File: src/rtl/video_stream_framer.sv
// Frames the raw FIFO read stream into valid/sof/eol pixels.
// Tracks line and frame geometry and keeps sticky line/frame error flags.
module video_stream_framer #(
  parameter int H_DISP = 1280,
  parameter int V_DISP = 720,
  parameter int DATA_W = 16,
  parameter int RD_LAT = 1
) (
  input  logic              clk,
  input  logic              rst,
  input  logic              fifo_rd_en,
  input  logic [DATA_W-1:0] fifo_dout,
  input  logic              vs_in,
  input  logic              err_clr,
  output logic [DATA_W-1:0] m_data,
  output logic              m_valid,
  output logic              m_sof,
  output logic              m_eol,
  output logic              line_err,
  output logic              frame_err,
  output logic [15:0]       frame_cnt
);

  localparam int H_W = (H_DISP > 1) ? $clog2(H_DISP) : 1;
  localparam int V_W = $clog2(V_DISP + 1);
  localparam logic [H_W-1:0] H_LAST = H_W'(H_DISP - 1);
  localparam logic [V_W-1:0] V_FULL = V_W'(V_DISP);

  typedef enum logic [0:0] {
    SYNC   = 1'b0,
    ACTIVE = 1'b1
  } state_t;

  // state is the FSM register; bind checkers against it directly
  state_t           state, state_n;
  logic [H_W-1:0]   h_cnt, h_n;
  logic [V_W-1:0]   v_cnt, v_n;
  logic             ovf, ovf_n;
  logic             sof_pend, sof_n;
  logic [RD_LAT-1:0] rd_sr;
  logic             vld;

  logic [DATA_W-1:0] data_n;
  logic              valid_n, sofo_n, eolo_n;
  logic              lerr_n, ferr_n;
  logic [15:0]       fcnt_n;

  logic              open;
  logic [H_W-1:0]    cur_h;
  logic [V_W-1:0]    cur_v;
  logic              cur_sof;
  logic              lerr_ev, ferr_ev;

  assign vld = rd_sr[RD_LAT-1];

  // A vs_in pulse closes the running frame before the same-cycle pixel is
  // considered, so that pixel becomes the first pixel of the next frame.
  always_comb begin
    state_n = state;
    h_n     = h_cnt;
    v_n     = v_cnt;
    ovf_n   = ovf;
    sof_n   = sof_pend;
    data_n  = m_data;
    valid_n = 1'b0;
    sofo_n  = 1'b0;
    eolo_n  = 1'b0;
    fcnt_n  = frame_cnt;
    lerr_ev = 1'b0;
    ferr_ev = 1'b0;
    open    = (state == ACTIVE) || vs_in;
    cur_h   = vs_in ? '0 : h_cnt;
    cur_v   = vs_in ? '0 : v_cnt;
    cur_sof = vs_in ? 1'b1 : sof_pend;

    if (vs_in) begin
      if (state == ACTIVE) begin
        if (v_cnt == V_FULL && h_cnt == '0 && !ovf) begin
          fcnt_n = frame_cnt + 16'd1;
        end else begin
          ferr_ev = 1'b1;
          if (h_cnt != '0) lerr_ev = 1'b1;
        end
      end
      state_n = ACTIVE;
      h_n     = '0;
      v_n     = '0;
      ovf_n   = 1'b0;
      sof_n   = 1'b1;
    end

    if (open) begin
      if (vld) begin
        valid_n = 1'b1;
        data_n  = fifo_dout;
        sofo_n  = cur_sof;
        sof_n   = 1'b0;
        if (cur_h == H_LAST) begin
          eolo_n = 1'b1;
          h_n    = '0;
          // v_cnt saturates; the extra line is remembered for the vs_in check
          if (cur_v == V_FULL) ovf_n = 1'b1;
          else                 v_n   = cur_v + 1'b1;
        end else begin
          h_n = cur_h + 1'b1;
        end
      end else if (cur_h != '0) begin
        lerr_ev = 1'b1;
        h_n     = '0;
      end
    end

    lerr_n = err_clr ? 1'b0 : line_err;
    ferr_n = err_clr ? 1'b0 : frame_err;
    if (lerr_ev) lerr_n = 1'b1;
    if (ferr_ev) ferr_n = 1'b1;
  end

  always_ff @(posedge clk or posedge rst) begin
    if (rst) begin
      rd_sr <= '0;
    end else begin
      rd_sr[0] <= fifo_rd_en;
      for (int i = 1; i < RD_LAT; i++) rd_sr[i] <= rd_sr[i-1];
    end
  end

  always_ff @(posedge clk or posedge rst) begin
    if (rst) begin
      state     <= SYNC;
      h_cnt     <= '0;
      v_cnt     <= '0;
      ovf       <= 1'b0;
      sof_pend  <= 1'b0;
      m_data    <= '0;
      m_valid   <= 1'b0;
      m_sof     <= 1'b0;
      m_eol     <= 1'b0;
      line_err  <= 1'b0;
      frame_err <= 1'b0;
      frame_cnt <= '0;
    end else begin
      state     <= state_n;
      h_cnt     <= h_n;
      v_cnt     <= v_n;
      ovf       <= ovf_n;
      sof_pend  <= sof_n;
      m_data    <= data_n;
      m_valid   <= valid_n;
      m_sof     <= sofo_n;
      m_eol     <= eolo_n;
      line_err  <= lerr_n;
      frame_err <= ferr_n;
      frame_cnt <= fcnt_n;
    end
  end

endmodule

File: config.mk
export PLATFORM = sky130hd
export DESIGN_NAME = video_stream_framer
export DESIGN_NICKNAME = d
export VERILOG_FILES = /design/src/rtl/video_stream_framer.sv
export SDC_FILE = /design/constraint.sdc
export NUM_CORES = 1
export LEC_CHECK = 0
export ABC_AREA = 1
export CAP_MARGIN = 20
export CELL_PAD_IN_SITES_DETAIL_PLACEMENT = 1
export CELL_PAD_IN_SITES_GLOBAL_PLACEMENT = 1
export CORE_MARGIN = 10
export CORE_UTILIZATION = 42
export CTS_CLUSTER_DIAMETER = 100
export DETAILED_ROUTE_END_ITERATION = 8
export PLACE_DENSITY = 0.95
export SLEW_MARGIN = 25
export SYNTH_ARGS = -nofsm -noshare
export SYNTH_HDL_FRONTEND = slang
export SYNTH_SLANG_ARGS = --single-unit
export TNS_END_PERCENT = 20
File: constraint.sdc
create_clock -name clk -period 5.3 [get_ports clk]
set_input_delay 0.795 -clock clk [delete_from_list [all_inputs] [get_ports clk]]
set_output_delay 0.795 -clock clk [all_outputs]
set_load 0.005 [all_outputs]
# After elaboration in Yosys (flattened, before gate mapping)
# Index checks and enable logic that the tools add are counted.
# totals
word_cells,68
out_inout_bits,37
input_bits,21
reg_bits,62
# classes
add_sub_neg,3
muxes,38
eq_ne,3
n_reduce_logical,11
# ops
op,n
2-to-1 mux 11 bit,5
2-to-1 mux 10 bit,5
2-to-1 mux 1 bit,28
nonzero test 11 bit,2
== test 10 bit (second input constant),2
adder 16 x 1 -> 16 bit (second input constant),1
adder 11 x 1 -> 11 bit (second input constant),1
== test 11 bit (second input constant),1
zero test 11 bit,1
adder 10 x 1 -> 10 bit (second input constant),1
nonzero test 2 bit,2
AND reduction 3 bit,1
logical AND 1 bit,2
AND reduction 2 bit,1
zero test 1 bit,1
logical OR 1 bit,1

# Depth between registers and ports, before layout
# Gate-level depths: netlist (run 1).
# depth
depth_word,10
mapped_depth,17
depth_no_buf,15

# Least setup slack after synthesis (run 1)
# OpenSTA, ideal clock, no wires.
# synth_timing
kind,input port to flip-flop
from,input port vs_in
to,register v_cnt[3]
cell_stages,10
required_time_ps,5177
arrival_time_ps,2188
path_buffers,2
setup_time_ps,123
setup_slack_ps,2989
cell_sequence,buf_6 buf_2 nor2_1 ha_1 nand3_2 nor2_4 nand4_4 nor2_8 nand2_1 xor2_1
# synth_between
elab_chain_len,6
word_cells_on_any_way,10
classes_between,add/sub: 1; eq/ne: 2; mux: 6; reduce/logical: 1
# synth_rtl
item,line_no,text
start: declaration,13,"input logic vs_in,"
2-to-1 mux 10 bit,"73, 76",
adder 10 x 1 -> 10 bit / == test 10 bit (equally long branches),"103, 102",
2-to-1 mux 10 bit,102,if (cur_v == V_FULL) ovf_n = 1'b1;
2-to-1 mux 10 bit,98,if (cur_h == H_LAST) begin
2-to-1 mux 10 bit,93,if (vld) begin
2-to-1 mux 10 bit *,92,if (open) begin
net v_n[3],37,"logic [V_W-1:0] v_cnt, v_n;"
end signal: assignment,145,v_cnt <= v_n;
end: declaration,37,
# The timed path passes the listed nets; every way through them passes the cells marked *.
# A chain may end at the register's enable or synchronous reset.

# Final worst setup path (run 1)
# layout_timing
from,input port vs_in
to,register frame_cnt[14]
# layout_between
elab_chain_len,1
# layout_rtl
item,line_no,text
AND reduction 3 bit (no source line),n/a,
end signal: assignment,154,frame_cnt <= fcnt_n;
end: declaration,21,output logic [15:0] frame_cnt
# Every way passes these cells.

==> impl_results.md, run 1 <==
* Status: completed
* CP max FO at 30
* P_leak at about 2 nW
* CTS tree: done
* Max Root-Sink Buffers at 2
* IO Port Bufs at 57
* Cell taking the most area after synthesis: dfrtp_1
* Post-synthesis simple-gate area fraction at 33.89%
* Sequential area share after synthesis at 45.34%
* CTS sink cnt at 62
* Pin count of the biggest net entering global routing at 63
* Drt wl/cell at between 15 and 20 um
* Synthesized area per cell at 7.690 um^2
* Initial antenna violation count at 0
* Cell area after synthesis at 0.003422 mm^2
* Clk pin slew, worst setup/hold paths at 0.08 ns
* Resized Gates After CTS at 0
* Tot Pwr at 1.056 mW
* Congestion Overflow GR at 0
* Clk pwr share at 42.6%
* Top Ports at 58
* Reg power frac at 47.2%
* Synth Register Bits at 62
* Routed WL at 10,900 um
* DP HPWL at roughly 7500 um
* Layout net count at roughly 530
* Worst Hold Launch: m_data[1]
* Cell row count at 32
* Drt via density at ~5.2
* Area Growth Syn to Fin at 25.19%
* Syn Nets at roughly 470
* Startpoint Class: input port
* Worst hold margin at around 0.47 ns
* Post-synth top cells: 150 x nand2_1, 62 x dfrtp_1, 57 x inv_1
* Post-synth ARST share at 100.0%
* Die width at 110.3 um
* Vias in the first global route at roughly 3.5k
* F_max at 315.0 MHz
* Routed Antenna Nets at 0
* Starting Density at a little over two fifths
* Final count of hold timing violations at 0
* Routability cong. at 0.8827
* Final setup vio count at 0
* Count leader, synth: nand2_1
* HP Class: flop to flop
* CP Class: input port to flop
* Total Routing Usage GR at roughly a fifth
* Max Transition Viols Final at 0
* Die Ht at approximately 110 um
* Peak supply drop at 0.0001129 V
* Synth Area in Compound Gates at 5.448%
* Top_reg_cell synth: dfrtp_1
* Combinational share of power at between 10% and 20%
* Final Cycle Share at 59.89%
* Mux contribution to synthesized area at 0%
* Pwr per Cell Area at 246.6 mW/mm^2
* Worst path required time at 5.54 ns
* EDFF count, synth at 0
* Ys Warns at 0
* Worst r2r src: h_cnt[3]
* Number of max-cap violations at 0
* First-pass GRT wire length at approximately 18,000 um
* Synth Area in XOR/XNOR at 4.863%
* Root buffer cell: clkbuf_8
* Period minus WS final at 3.174 ns
* Actual slew at the worst max-slew pin at approximately 0.97 ns
* RSZ-0062 raised after global routing: false
* Sw Ratio at 26.92%
* Postcts setup bufs at 0
* DR iter-0 viols at 117
* Hold_buf cts at 0
* Worst skew pair latency at 0.37 ns
* Number of distinct library cells after synthesis at 33
* Post-Syn Instances at 445
* Clock skew at 0.01907 ns
* Arr. time, crit path at 3.41 ns
* CTS Buf Count at 9
* Post-Synth Adder-Cell Area at 1.828%
* First-pass detailed-route iteration total at 4
* Largest family of logic cells by synthesized area: simple AND/OR/NAND/NOR gates
* Area of the core at 0.007807 mm^2
* Die area at approximately 0.012 mm^2
* Internal power at 772.1 uW
* Switch Pwr at 284.4 uW
* Top-area cell type share of the netlist area at 45.34%
* Diodes inserted at 0
* Crit path from: vs_in
* Crit. End Element: flop
* DR vias at between 3k and 4k
* Slew headroom at 35.01%
* CTS H-tree depth at 3
* Setup_tns at 0 ns
* Post-route DRC at 0
* Top post-synthesis cells by area: dfrtp_1 45%, nand2_1 16%, inv_1 6.3%, xor2_1 4.6%, nor2_1 4.4%
* Layout cell share with drive strength beyond 1 at 7.647%
==> state kept, by name, indices dropped and copies added (netlist names) <==
signal and cells:
frame_cnt 16, m_data 16, h_cnt 11, v_cnt 10, frame_err 1, line_err 1
m_eol 1, m_sof 1, m_valid 1, ovf 1, rd_sr 1, sof_pend 1
state 1
==> metrics by stage <==
stage | utilization (%) | instance area [um^2] | cells | worst slack (ns)
finish | 54.87 | 4284 | 612 | 2.126
global route | 54.87 | 4284 | 612 | 1.916
CTS | 54.87 | 4284 | 612 | 2.105
detailed placement | 52.23 | 4078 | 596 | 1.825
global placement | 52.23 | 4078 | 596 | 1.970
floorplan | - | 3422 | 445 | 2.964
==> cells in the final DEF (no fill, tap or decap), types with 6 or more instances in the layout <==
| master | netlist | final |
|---|---|---|
| clkdlybuf4s50_1 | 0 | 57 |
| nand3_1 | 19 | 19 |
| nand4_1 | 10 | 10 |
| o21ai_0 | 18 | 18 |
| nor2_1 | 40 | 40 |
| nor2_4 | 6 | 6 |
| a21oi_1 | 7 | 7 |
| xor2_1 | 18 | 18 |
| inv_1 | 57 | 56 |
| dfrtp_1 | 62 | 62 |
| nand2_1 | 150 | 150 |
| nor3_1 | 10 | 10 |
| clkbuf_8 | 0 | 10 |
==> metal layers <==
layer | GRT usage [%] | wire length (um)
met5 | 0 | 0
met2 | 33.21 | 5717
met1 | 20.95 | 4283
met4 | 9.450 | 341
met3 | 3.250 | 556
==> power by group through the flow <==
stage	logic, mW	clock network [mW]	registers [mW]
final	0.108	0.450	0.498
after global routing	0.119	0.476	0.501
after CTS	0.111	0.451	0.499
after detailed placement	0.108	0	0.507
after global placement	0.104	0	0.506
after floorplan	0.0456	0	0.508
==> critical path, cell delays in order <==
cell and delay, ns:
clkdlybuf4s50_1 1.06, nand2_1 0.16, inv_1 0.17, nand3_1 0.70, o21ai_0 0.51
==> logic make-up after synthesis <==
family / after synthesis
AOI/OAI and AO/OA: 35
xor gates and xnor gates: 19
adders and majority gates: 5
buffers and inverters: 72
DFF: 62
and+or+nand+nor: 252
==> cell type report <==
type,count,area [um^2]
Clock buffer,10,137.6
Clock inverter,6,68.82
Fill cell,973,3523
Inverter,62,237.7
Multi-Input combinational cell,311,1575
Sequential cell,62,1551
Tap cell,102,127.6
Timing Repair Buffer,59,585.6
==> worst paths after layout <==
path / end / slack, ns / cells past startpoint
setup reg to reg: frame_cnt[14] / 2.77 / 7
max in group asynchronous: v_cnt[2] / 3.77 / 3
min in group asynchronous: m_data[15] / 0.98 / 3
hold / removal: m_data[1] / 0.47 / 2
hold reg to reg: m_data[1] / 0.47 / 2
setup / recovery: frame_cnt[14] / 2.13 / 5
Note: power is estimated with default switching activity, not from simulation.
==> run 2, diff against run 1 <==
--- a/config.mk
+++ b/config.mk
@@ -10,10 +10,10 @@
 export CELL_PAD_IN_SITES_DETAIL_PLACEMENT = 1
 export CELL_PAD_IN_SITES_GLOBAL_PLACEMENT = 1
 export CORE_MARGIN = 10
-export CORE_UTILIZATION = 42
+export CORE_UTILIZATION = 39
 export CTS_CLUSTER_DIAMETER = 100
 export DETAILED_ROUTE_END_ITERATION = 8
-export PLACE_DENSITY = 0.95
+export PLACE_DENSITY = 0.91
 export SLEW_MARGIN = 25
 export SYNTH_ARGS = -nofsm -noshare
 export SYNTH_HDL_FRONTEND = slang
==> constraint.sdc (replaced) <==
create_clock -name clk -period 3.18 [get_ports clk]
set_input_delay 0.477 -clock clk [delete_from_list [all_inputs] [get_ports clk]]
set_output_delay 0.477 -clock clk [all_outputs]
set_load 0.005 [all_outputs]
==> impl_results.md, run 2 (same netlist as run 1, synthesis figures left out) <==
* Status: completed
* Final Cycle Share at 78.83%
* Clk pin slew, worst setup/hold paths at 0.08 ns (about the same)
* Most frequent cells in the layout: 150 x nand2_1, 62 x dfrtp_1, 57 x clkdlybuf4s50_1
* CTS Buf Count at 9 (unchanged)
* CP Class: input port to flop
* Pwr per Cell Area at 422.9 mW/mm^2 (+71%)
* CTS H-tree depth at 3 (unchanged)
* Worst r2r src: h_cnt[1]
* Top Ports at 58 (unchanged)
* Area post-placement at 0.004123 mm^2 (+1.1%)
* Area Growth Syn to Fin at 27.20%
* Routed Antenna Nets at 0 (unchanged)
* CTS sink cnt at 62 (unchanged)
* IO Port Bufs at 57 (unchanged)
* DR iter-0 viols at 182 (+56%)
* First-pass detailed-route iteration total at 4 (unchanged)
* Final count of hold timing violations at 0 (unchanged)
* Routability cong. at 0.9050 (+2.5%)
* P_leak at 2.020 nW (+1.5%)
* Design area at 0.004353 mm^2 (+1.6%)
* Pin count of the biggest net entering global routing at 31 (-51%)
* DP HPWL at 7644 um (+2.3%)
* Final setup vio count at 0 (unchanged)
* Drt via density at 5.117 (-2.5%)
* Die width at 113.7 um (+3.1%)
* Total Routing Usage GR at 16.40% (-2.3 points)
* Crit path from: vs_in
* Worst skew pair latency at 0.36 ns (about the same)
* Max Transition Viols Final at 0 (unchanged)
* Vias in the first global route at 3,413 (-2.8%)
* Root buffer cell: clkbuf_8
* Initial antenna violation count at 0 (unchanged)
* CTS tree: done
* CP max FO at 10 (-67%)
* Number of max-cap violations at 0 (unchanged)
* Cells after DPL at 607 (+1.8%)
* Crit. End Element: flop
* Period minus WS final at 2.507 ns
* Setup_tns at 0 ns (unchanged)
* Actual slew at the worst max-slew pin at 0.4739 ns (-0.4982 ns)
* Largest registers: frame_cnt (16), m_data (16), h_cnt (11)
* Diodes inserted at 0 (unchanged)
* Max Root-Sink Buffers at 2 (unchanged)
* RSZ-0062 raised after global routing: false
* Layout net count at 536 (+0.94%)
* Slew headroom at 68.31% (+33 points)
* HP Class: input port to async pin
* R2R setup slack at 1.21 ns (-1.56 ns)
* Clock skew at 0.01300 ns (-0.006076 ns)
* Startpoint Class: input port
* Layout cell share with drive strength beyond 1 at 8.544% (+0.90 points)
* Arr. time, crit path at 2.75 ns (-0.66 ns)
* Routed WL at 10,310 um (-5.5%)
* Hold_buf cts at 0 (unchanged)
* Fillcell total at 1,077 (+11%)
* Starting Density at 39.63% (-4.2 points)
* Postcts setup bufs at 0 (unchanged)
* DR vias at 3,188 (-0.75%)
* Post-route DRC at 0 (unchanged)
* Cell row count at 34 (+6.3%)
* Congestion Overflow GR at 0 (unchanged)
* Peak supply drop at 0.0002194 V (+94%)
* First-pass GRT wire length at 17,280 um (-3.4%)
* Worst path required time at 3.42 ns (-2.12 ns)
* Commonest non-fill, non-tap cell in the layout: nand2_1
* Die area at 0.01292 mm^2 (+6.3%)
* F_max at about 400 MHz
* Drt wl/cell at 16.54 um (-7.1%)
* Area of the core at 0.008636 mm^2 (+11%)
* Die Ht at 113.7 um (+3.1%)
* Final cell count without fillers at 623 (+1.8%)
* Resized Gates After CTS at 0 (unchanged)
==> run 2: power by group <==
part           leakage [nW]  switching [mW]  internal (mW)
Clock                 0.110           0.359          0.468
Sequential            0.817          0.0150          0.816
Combinational          1.09          0.0967         0.0869
Total                  2.02           0.470           1.37
==> run 2: final timing paths <==
| check | cells after the start | end |
|---|---|---|
| max in group asynchronous | 3 | m_data[1] |
| worst min-delay path | 2 | m_data[6] |
| worst max-delay path | 10 | v_cnt[3] |
| worst min register to register | 2 | m_data[1] |
| min in group clk | 2 | m_data[1] |
| worst max register to register | 9 | v_cnt[3] |
==> run 2: metal layers <==
metal,vias up,track usage [%],wire length [um],part of all wire (%)
li1,1518,-,-,-
met1,1576,19.22,4410,43
met2,72,27.91,5199,50
met3,22,4.304,459,4.5
met4,0,6.430,235,2.3
met5,-,0,0,0
==> run 2: stage by stage <==
stage	total power, mW	utilization (%)	worst slack (ns)	hold slack, ns
global route	1.922	50.41	0.5151	0.4552
floorplan	0.9222	-	1.162	0.4621
detailed placement	1.031	47.74	0.3519	0.4642
finish	1.841	50.41	0.6733	0.4287
global placement	1.022	47.74	0.4590	0.4545
CTS	1.856	50.41	0.7140	0.4357
==> run 2: critical path, cell delays in order <==
cell and delay (ns):
clkdlybuf4s50_1 0.65, buf_4 0.30, nor2_4 0.15, ha_1 0.21, nand3_2 0.13, nor2_4 0.20, nand4_4 0.16, nor2_8 0.19
nand2_1 0.11, xor2_1 0.16
==> run 2: area by class of cell <==
cell class	count	area [um^2]	area share [%]
Clock buffer	10	137.6	3.162
Clock inverter	6	92.59	2.127
Inverter	62	237.7	5.461
Multi-Input combinational cell	311	1575	36.19
Sequential cell	62	1551	35.64
Tap cell	108	135.1	3.104
Timing Repair Buffer	64	623.1	14.31
==> run 3, diff against run 2 <==
--- a/config.mk
+++ b/config.mk
@@ -10,10 +10,10 @@
 export CELL_PAD_IN_SITES_DETAIL_PLACEMENT = 1
 export CELL_PAD_IN_SITES_GLOBAL_PLACEMENT = 1
 export CORE_MARGIN = 10
-export CORE_UTILIZATION = 39
+export CORE_UTILIZATION = 35
 export CTS_CLUSTER_DIAMETER = 100
 export DETAILED_ROUTE_END_ITERATION = 8
-export PLACE_DENSITY = 0.91
+export PLACE_DENSITY = 0.87
 export SLEW_MARGIN = 25
 export SYNTH_ARGS = -nofsm -noshare
 export SYNTH_HDL_FRONTEND = slang
==> constraint.sdc (replaced) <==
create_clock -name clk -period 2.3 [get_ports clk]
set_input_delay 0.345 -clock clk [delete_from_list [all_inputs] [get_ports clk]]
set_output_delay 0.345 -clock clk [all_outputs]
set_load 0.005 [all_outputs]
==> impl_results.md, run 3 (same netlist as run 1, synthesis figures left out) <==
* Status: completed
* Max incr delay on CP at 0.46 ns (-0.19 ns)
* Startpoint Class: input port
* DR iter-0 viols at 164 (-9.9%)
* Diodes inserted at 0 (unchanged)
* Pwr per Cell Area at 521.8 mW/mm^2 (+23%)
* IO Port Bufs at 57 (unchanged)
* Worst path required time at 2.55 ns (-0.87 ns)
* Reg power frac at 50.2% (+5.1 points)
* Area of the core at 0.009639 mm^2 (+12%)
* CTS tree: done
* Die Ht at 118.9 um (+4.6%)
* Routed WL at 9964 um (-3.3%)
* First-pass detailed-route iteration total at 4 (unchanged)
* Slew headroom at 66.67% (-1.6 points)
* Drt wl/cell at 15.24 um (-7.9%)
* CP top delay family: simple AND/OR/NAND/NOR gates
* Post-route DRC at 0 (unchanged)
* Resized Gates After CTS at 0 (unchanged)
* Register area at 0.001551 mm^2 (unchanged)
* Clk pin slew, worst setup/hold paths at 0.08 ns (about the same)
* P_leak at 2.031 nW (+0.51%)
* Most used cell, CP: nand2_1
* Setup_tns at 0 ns (unchanged)
* Routed Antenna Nets at 0 (unchanged)
* CTS Buf Count at 9 (unchanged)
* CTS sink cnt at 62 (unchanged)
* Layout cell share with drive strength beyond 1 at 9.405% (+0.86 points)
* Area of the multi-input gates at 0.001575 mm^2 (unchanged)
* RSZ-0062 raised after global routing: false
* Congestion Overflow GR at 0 (unchanged)
* Most frequent cells in the layout: 150 x nand2_1, 62 x dfrtp_1, 57 x clkdlybuf4s50_1
* Total Routing Usage GR at 14.24% (-2.2 points)
* Clk pwr share at 38.7% (-6.2 points)
* Final count of hold timing violations at 0 (unchanged)
* CP max-delay cell: clkdlybuf4s50_1
* Die area at 0.01413 mm^2 (+9.4%)
* Internal power at 1.672 mW (+22%)
* Met3 wire length at 379 um (-17%)
* CP Class: input port to flop
* DR top layer: met4
* Period minus WS final at about 2.1 ns
* Clock skew at 0.01134 ns (-0.001656 ns)
* Max Root-Sink Buffers at 2 (unchanged)
* CP max FO at 10 (unchanged)
* CTS H-tree depth at 3 (unchanged)
* Drt via density at 4.896 (-4.3%)
* Switch Pwr at 616.5 uW (+31%)
* Worst hold margin at 0.3576 ns (-0.07103 ns)
* Wire length on met2 at 5155 um (-0.85%)
* Routability cong. at 0.8237 (-9.0%)
* Layout net count at 542 (+1.1%)
* Actual slew at the worst max-slew pin at 0.4961 ns (+0.02221 ns)
* Peak supply drop at 0.0003830 V (+75%)
* Postcts setup bufs at 0 (unchanged)
* Largest registers: frame_cnt (16), m_data (16), h_cnt (11)
* Combinational share of power at 11.1% (+1.1 points)
* Max Transition Viols Final at 0 (unchanged)
* Starting Density at 35.50% (-4.1 points)
* Worst skew pair latency at 0.35 ns (about the same)
* Number of max-cap violations at 0 (unchanged)
* Cell row count at 36 (+5.9%)
* Critical path, cell by cell: clkdlybuf4s50_1 > buf_4 > inv_6 > nand2_1 > ha_1 > nand2_1 > nor3_1 > nand2_1 > nor2_1 > nor2_8 > nand2_1 > xor2_1
* Initial antenna violation count at 0 (unchanged)
* Pin count of the biggest net entering global routing at 63 (+100%)
* Die width at 118.9 um (+4.6%)
* DP HPWL at 7588 um (-0.73%)
* Commonest non-fill, non-tap cell in the layout: nand2_1
* Buf/Inv on CP at 3 (+1)
* Crit. End Element: flop
* Met1 wire length at 4238 um (-3.9%)
* Final Cycle Share at 91.36%
* First-pass GRT wire length at 16,800 um (-2.8%)
* Area Growth Syn to Fin at 28.19%
* Hold_buf cts at 0 (unchanged)
* Fillcell total at 1,244 (+16%)
* Arr. time, crit path at 2.35 ns (-0.40 ns)
* Sw Ratio at 26.93% (+1.4 points)
* DR vias at 3,202 (+0.44%)
* Top Ports at 58 (unchanged)
* Root buffer cell: clkbuf_8
* HP Class: input port to async pin
* F_max at between 400 and 500 MHz
* Final setup vio count at 0 (unchanged)
* Vias in the first global route at 3,508 (+2.8%)
-- run 3: tightest hold or removal path: cells and delay by family --
family	cells	cell delay, ns
buffers and inverters	3	0.76
-- run 3: routing by layer --
layer,track usage [%],vias up
met1,16.01,1596
met3,3.826,16
met4,5.115,0
li1,-,1535
met5,0,-
met2,25.35,55
-- run 3: final timing paths --
check / start / end / slack (ns) / cells after the start
hold / removal: rst / frame_cnt[11] / 0.36 / 3
max in group asynchronous: rst / line_err / 1.63 / 3
setup reg to reg: v_cnt[0] / v_cnt[5] / 0.45 / 11
min in group clk: fifo_rd_en / rd_sr / 0.44 / 1
setup / recovery: vs_in / v_cnt[5] / 0.20 / 12
hold reg to reg: m_data[13] / m_data[13] / 0.48 / 2
-- run 3: power groups by stage --
stage | sequential, mW | clock, mW | combinational (mW)
floorplan | 1.17 | 0 | 0.105
global placement | 1.17 | 0 | 0.249
detailed placement | 1.17 | 0 | 0.259
CTS | 1.15 | 0.913 | 0.261
global route | 1.15 | 0.969 | 0.279
finish | 1.15 | 0.886 | 0.254
-- run 3: final cells by class --
class | count | share of cell area (%)
clock inverter | 5 | 0.7701
multi-input combinational | 311 | 35.91
inverter | 62 | 5.419
sequential | 62 | 35.37
clock buffer | 11 | 3.223
tap | 133 | 3.794
timing repair buffer | 70 | 15.52
-- run 3: stage by stage --
step / cells / setup WS [ns] / cell area [um^2] / utilization (%) / power, mW
floorplan: 445 / 0.4136 / 3422 / - / 1.275
CTS: 654 / 0.2300 / 4387 / 45.51 / 2.323
finish: 654 / 0.1988 / 4387 / 45.51 / 2.289
global route: 654 / 0.04600 / 4387 / 45.51 / 2.403
global placement: 638 / 0.05015 / 4212 / 43.69 / 1.417
detailed placement: 638 / -0.09945 / 4212 / 43.69 / 1.429
